[config.mk]
export PLATFORM = sky130hd
export DESIGN_NAME = usr_reg
export DESIGN_NICKNAME = d
export VERILOG_FILES = /design/src/rtl/usr_pkg.sv /design/src/rtl/usr_step.sv /design/src/rtl/usr_reg.sv
export SDC_FILE = /design/constraint.sdc
export NUM_CORES = 1
export LEC_CHECK = 0
export CAP_MARGIN = 20
export CELL_PAD_IN_SITES_DETAIL_PLACEMENT = 0
export CELL_PAD_IN_SITES_GLOBAL_PLACEMENT = 1
export CORE_MARGIN = 2
export CORE_UTILIZATION = 30
export DETAILED_ROUTE_END_ITERATION = 7
export PLACE_DENSITY_LB_ADDON = 0.05
export SYNTH_ARGS = -nofsm -noshare
export SYNTH_HDL_FRONTEND = slang
export SYNTH_SLANG_ARGS = --single-unit
[constraint.sdc]
create_clock -name clk -period 2 [get_ports clk]
set_input_delay 0.5 -clock clk [delete_from_list [all_inputs] [get_ports clk]]
set_output_delay 0.5 -clock clk [all_outputs]
set_load 0.02 [all_outputs]
[src/rtl/usr_pkg.sv]
// rtl/usr_pkg.sv - opcode and state definitions for the universal shift register
package usr_pkg;

    localparam logic [2:0] OPC_NOP  = 3'd0;
    localparam logic [2:0] OPC_LOAD = 3'd1;
    localparam logic [2:0] OPC_SHL  = 3'd2;
    localparam logic [2:0] OPC_SHR  = 3'd3;
    localparam logic [2:0] OPC_ROL  = 3'd4;
    localparam logic [2:0] OPC_ROR  = 3'd5;
    localparam logic [2:0] OPC_ASR  = 3'd6;
    localparam logic [2:0] OPC_CLR  = 3'd7;

    typedef enum logic [2:0] {
        OP_NOP  = OPC_NOP,
        OP_LOAD = OPC_LOAD,
        OP_SHL  = OPC_SHL,
        OP_SHR  = OPC_SHR,
        OP_ROL  = OPC_ROL,
        OP_ROR  = OPC_ROR,
        OP_ASR  = OPC_ASR,
        OP_CLR  = OPC_CLR
    } usr_op_e;

    typedef enum logic {
        ST_IDLE  = 1'b0,
        ST_SHIFT = 1'b1
    } usr_state_e;

    // Opcodes that go through the single-step shifter
    function automatic logic is_shift_op(input logic [2:0] op);
        return (op >= OPC_SHL) && (op <= OPC_ASR);
    endfunction

endpackage

[src/rtl/usr_step.sv]
// rtl/usr_step.sv - combinational single-step shift/rotate
// Ports: op (shift opcode), q (current value), sin (serial fill bit),
//        next_q (value after one step), out_bit (bit leaving the register).
module usr_step
    import usr_pkg::*;
#(
    parameter int WIDTH = 8
) (
    input  usr_op_e            op,
    input  logic [WIDTH-1:0]   q,
    input  logic               sin,
    output logic [WIDTH-1:0]   next_q,
    output logic               out_bit
);

    always_comb begin
        next_q  = q;
        out_bit = 1'b0;
        case (op)
            OP_SHL: begin
                next_q  = {q[WIDTH-2:0], sin};
                out_bit = q[WIDTH-1];
            end
            OP_SHR: begin
                next_q  = {sin, q[WIDTH-1:1]};
                out_bit = q[0];
            end
            OP_ROL: begin
                next_q  = {q[WIDTH-2:0], q[WIDTH-1]};
                out_bit = q[WIDTH-1];
            end
            OP_ROR: begin
                next_q  = {q[0], q[WIDTH-1:1]};
                out_bit = q[0];
            end
            OP_ASR: begin
                next_q  = {q[WIDTH-1], q[WIDTH-1:1]};
                out_bit = q[0];
            end
            default: begin
                next_q  = q;
                out_bit = 1'b0;
            end
        endcase
    end

endmodule

[src/rtl/usr_reg.sv]
// rtl/usr_reg.sv - universal shift register with multi-step shift FSM
// Ports: clk, rst (async active-high), cmd_valid/cmd_ready handshake,
//        cmd_op/cmd_amt command, d (load data), sin (serial fill),
//        q/qb (register and complement), sout (last bit out), done (completion pulse).
module usr_reg
    import usr_pkg::*;
#(
    parameter int               WIDTH   = 8,
    parameter logic [WIDTH-1:0] RST_VAL = '0,
    localparam int              AW      = $clog2(WIDTH)
) (
    input  logic               clk,
    input  logic               rst,
    input  logic               cmd_valid,
    output logic               cmd_ready,
    input  logic [2:0]         cmd_op,
    input  logic [AW-1:0]      cmd_amt,
    input  logic [WIDTH-1:0]   d,
    input  logic               sin,
    output logic [WIDTH-1:0]   q,
    output logic [WIDTH-1:0]   qb,
    output logic               sout,
    output logic               done
);

    usr_state_e       state;
    usr_op_e          op_r;
    logic [AW-1:0]    remaining;
    usr_op_e          step_op;
    logic [WIDTH-1:0] step_q;
    logic             step_out;

    // While shifting, the captured opcode drives the stepper; in IDLE the
    // incoming opcode does, so the first step happens on the accept edge.
    assign step_op   = (state == ST_SHIFT) ? op_r : usr_op_e'(cmd_op);
    assign cmd_ready = (state == ST_IDLE);
    assign qb        = ~q;

    usr_step #(.WIDTH(WIDTH)) u_step (
        .op      (step_op),
        .q       (q),
        .sin     (sin),
        .next_q  (step_q),
        .out_bit (step_out)
    );

    always_ff @(posedge clk or posedge rst) begin
        if (rst) begin
            state     <= ST_IDLE;
            op_r      <= OP_NOP;
            remaining <= '0;
            q         <= RST_VAL;
            sout      <= 1'b0;
            done      <= 1'b0;
        end else begin
            done <= 1'b0;
            case (state)
                ST_IDLE: begin
                    if (cmd_valid) begin
                        if (is_shift_op(cmd_op)) begin
                            if (cmd_amt == '0) begin
                                done <= 1'b1;
                            end else begin
                                q    <= step_q;
                                sout <= step_out;
                                if (cmd_amt == AW'(1)) begin
                                    done <= 1'b1;
                                end else begin
                                    state     <= ST_SHIFT;
                                    op_r      <= usr_op_e'(cmd_op);
                                    remaining <= cmd_amt - AW'(1);
                                end
                            end
                        end else begin
                            if (cmd_op == OPC_LOAD) begin
                                q <= d;
                            end else if (cmd_op == OPC_CLR) begin
                                q <= '0;
                            end
                            done <= 1'b1;
                        end
                    end
                end
                ST_SHIFT: begin
                    q         <= step_q;
                    sout      <= step_out;
                    remaining <= remaining - AW'(1);
                    if (remaining == AW'(1)) begin
                        state <= ST_IDLE;
                        done  <= 1'b1;
                    end
                end
                default: state <= ST_IDLE;
            endcase
        end
    end

endmodule

==> results.md, run 1 <==
* Placed Cells at 237
* Slowest stage delay, CP at 0.35 ns
* Initial Util at 31.2%
* WP buf/inv at 3
* Register-to-Register Path Depth at 5
* Unique masters post-synth at 43
* Hold Path Origin: sout
* Vias in the first global route at 1154
* Post-Syn Instances at 139
* Initial DRC Count at 49
* Port bufs at 36
* CP max FO at 6
* Synth async-reset ratio at 100%
* Core area at 4000 um2
* Drt first pass iters at 4
* P per Cell Area at 1450 nW/um2
* WS Path Type: input port to flop
* Synth warnings at 0
* Worst slew pin tran at 0.424 ns
* Largest net degree at the start of global routing at 19
* RD Place Congestion at 0.770
* Via count at 1226
* CTS Hold Bufs at 0
* H-tree levels at 1
* Mapped Area at 1250 um2
* CTS max path bufs at 2
* Clk_lat worst skew at 0.25 ns
* Setup TNS at 0 ns
* Multi-input logic area at 776 um2
* Startpoint Class: input port
* Status: complete, no violations
* Sequential cell area at 425 um2
* Max-slew violations at 0
* DIE AREA at 4700 um2
* I/O pin count at 37
* Critical Path, Cell by Cell: dlygate4sd2_1, buf_4, nor2_2, o2bb2ai_4, buf_4, a31o_4, a221o_1
* Clock skew at 0.00112 ns
* Final Setup Violations at 0
* Fin cells at 243
* Syn_nets at 162
* Synth Register Bits at 17
* Met3 WL at 130 um
* Routed wire per std cell at 14.0 um
* Sequential share of the synthesized area at 34.0%
* RSZ-0062 raised after global routing: false
* Via density at 5.05
* Critical path's top delay family: compound AO/OA/AOI/OAI gates
* First-pass GRT wire length at 5.40 mm
* Ant diodes at 0
* Met2 wire length at 1.64 mm
* VDD IR max at 457 uV
* Min Clock Period, post-route at 1.89 ns
* Dpl hpwl at 2.50 mm
* Worst path most repeated cell: buf_4
* GRT Resource Usage Total at 15.3%
* Final hold vios at 0
* DRT met1 WL at 1.62 mm
* Cts bufs inserted at 3
* Layout fillers at 388
* DRC viols at 0
* Synth Flop Type: dfrtp_1
* Critical Path RT at 2.14 ns
* Worst Hold Endpoint: sout
* Reg2reg end: q[2]
* Clk root buf: clkbuf_8
* Final Util at 47.5%
* P_leak at 0.886 nW
* Post-Syn Area per Cell at 8.99 um2
* Fmax at 529 MHz
* Worst Hold Class: flop to flop
* ANT nets after route at 0
* Nets at 217
* Fin crit share at 94.5%
* Die span in y at 68.6 um
* Total power at 2.76 mW
* Clk sinks at 17
* Number of max-cap violations at 0
* Die Wd at 68.6 um
* Worst hold path depth at 2
* Initial antenna violation count at 0
* Worst EP arrival at 2.03 ns
* GR Overflow Total at 0
* Top Layer Used: met4
* CTS tree: done
* Reg-to-Reg Start: op_r[2]
* Crit. End Element: flop
* Post-synth EDFFs at 0
* Clock-pin slew on the worst setup and hold paths at 0.07 ns
* Drt total wl at 3.41 mm
* Area grow syn2layout at 52.0%
* Critical-path top delay cell: a221o_1
* Final worst setup slack at 0.110 ns
* Rel. slew slack at 71.6%
* Fraction of layout cells with a size suffix above 1 at 22.8%
* Pre-CTS WS at -0.438 ns
* R2R setup slack at 0.24 ns
* Row count at 23
[final cells by class]
type | count | area share [%]
Multi-Input combinational cell | 99 | 40.8
Timing Repair Buffer | 59 | 28.3
Sequential cell | 17 | 22.4
Tap cell | 50 | 3.29
Inverter | 14 | 2.77
Clock buffer | 3 | 2.17
Clock inverter | 1 | 0.264
[metrics by stage]
step	cell area [um2]	hold WS (ns)
final	1900	0.479
after global routing	1900	0.509
after CTS	1870	0.490
after detailed placement	1770	0.470
after global placement	1770	0.468
after floorplan	1250	0.426
[cells by family (layout without fill, tap and decap cells)]
family | after synthesis | in the layout | share of synthesized area [%]
buffers and inverters | 23 | 77 | 9.31
adders and majority gates | 5 | 5 | 5.01
muxes | 7 | 7 | 5.91
AOI/OAI and AO/OA | 43 | 43 | 25.7
and+or+nand+nor | 38 | 38 | 15.2
DFF | 17 | 17 | 34.0
xor gates and xnor gates | 6 | 6 | 4.81
[placed cells by master (no fill, tap or decap), types with 2 or more instances in the layout]
cell type,synthesis,layout
a21oi_1,7,7
xor2_1,2,2
nand3_1,2,2
a22oi_1,8,8
dfrtp_1,17,17
and3_1,3,2
and3b_1,2,2
mux2_2,3,3
xnor2_1,3,3
clkbuf_8,0,3
nor3b_1,2,2
dlymetal6s2s_1,0,3
nand2_1,10,10
dlygate4sd2_1,0,3
nor2_1,11,9
ha_1,5,4
inv_1,13,12
clkdlybuf4s50_1,0,30
a31oi_1,3,3
inv_2,1,2
nor2b_4,0,2
o21ai_0,6,6
mux2i_1,4,4
buf_4,3,23
a221o_1,7,7
[worst reg2reg max path: stages, from the launching register on]
cell and delay (ns):
dfrtp_1 0.48, xnor2_1 0.19, a211oi_1 0.12, a21o_1 0.23, a31o_4 0.28, a221o_1 0.35
[Yosys cell counts (2+ instances only)]
cell type / instances / area share, %
nor2_1: 11 / 3.3
buf_6: 2 / 1.8
mux2_2: 3 / 2.7
a21oi_1: 7 / 2.8
nand2_1: 10 / 3.0
buf_2: 3 / 1.2
inv_1: 13 / 3.9
o21ai_0: 6 / 2.4
nor3b_1: 2 / 1.2
nand3_1: 2 / 0.80
dfrtp_1: 17 / 34
and3_1: 3 / 1.5
a22oi_1: 8 / 4.8
nor2b_1: 2 / 1.0
a221o_1: 7 / 5.6
mux2i_1: 4 / 3.2
a31oi_1: 3 / 1.5
ha_1: 5 / 5.0
and3b_1: 2 / 1.4
xnor2_1: 3 / 2.1
buf_4: 3 / 1.8
xor2_1: 2 / 1.4
[where the power goes]
group | total, mW | internal, mW | leakage [nW] | switching, mW
logic | 1.76 | 0.907 | 0.653 | 0.858
registers | 0.738 | 0.517 | 0.208 | 0.221
clock network | 0.259 | 0.138 | 0.0255 | 0.121
[worst max-delay path by stage]
stage | endpoint | slack, ns | from | depth (start not counted)
6_report | q[2] | 0.11 | cmd_op[2] | 7
5_1_grt | q[2] | 0.04 | cmd_op[1] | 6
4_1_cts | q[5] | 0.007 | cmd_op[0] | 6
3_5_place_dp | q[5] | -0.44 | cmd_amt[0] | 8
3_3_place_gp | q[3] | -0.37 | cmd_amt[0] | 8
2_1_floorplan | q[1] | 0.22 | cmd_op[0] | 6
[timing repair]
action | in CTS | in global routing
gates resized for setup | 13 | 7
setup endpoints to repair | 8 | 13
pin swaps | 4 | 2
setup buffers | 1 | 1
[metal layers]
metal / GRT usage [%] / vias up
met5: 0 / -
met4: 4.75 / 0
met3: 1.95 / 2
met2: 25.8 / 25
met1: 20.4 / 587
li1: - / 612
[sequential cells by signal, summed over array words and instances, names as in the netlist]
signal     flops
sout           1
state          1
remaining      3
q              8
op_r           3
done           1
Power figures use the tool's default switching activity.
==> run 2: changes to the inputs <==
--- a/config.mk
+++ b/config.mk
@@ -11,6 +11,7 @@
 export CORE_MARGIN = 2
 export CORE_UTILIZATION = 30
 export DETAILED_ROUTE_END_ITERATION = 7
+export HOLD_SLACK_MARGIN = 0.03
 export PLACE_DENSITY_LB_ADDON = 0.05
 export SYNTH_ARGS = -nofsm -noshare
 export SYNTH_HDL_FRONTEND = slang
==> results of run 2 <==
The final DEF is identical to that of run 1; final timing and power are the same.
==> run 3: changes to the inputs <==
--- a/config.mk
+++ b/config.mk
@@ -11,6 +11,7 @@
 export CORE_MARGIN = 2
 export CORE_UTILIZATION = 30
 export DETAILED_ROUTE_END_ITERATION = 7
+export GPL_ROUTABILITY_DRIVEN = 0
 export HOLD_SLACK_MARGIN = 0.03
 export PLACE_DENSITY_LB_ADDON = 0.05
 export SYNTH_ARGS = -nofsm -noshare
==> results of run 3 <==
The final DEF is identical to that of run 1; final timing and power are the same.
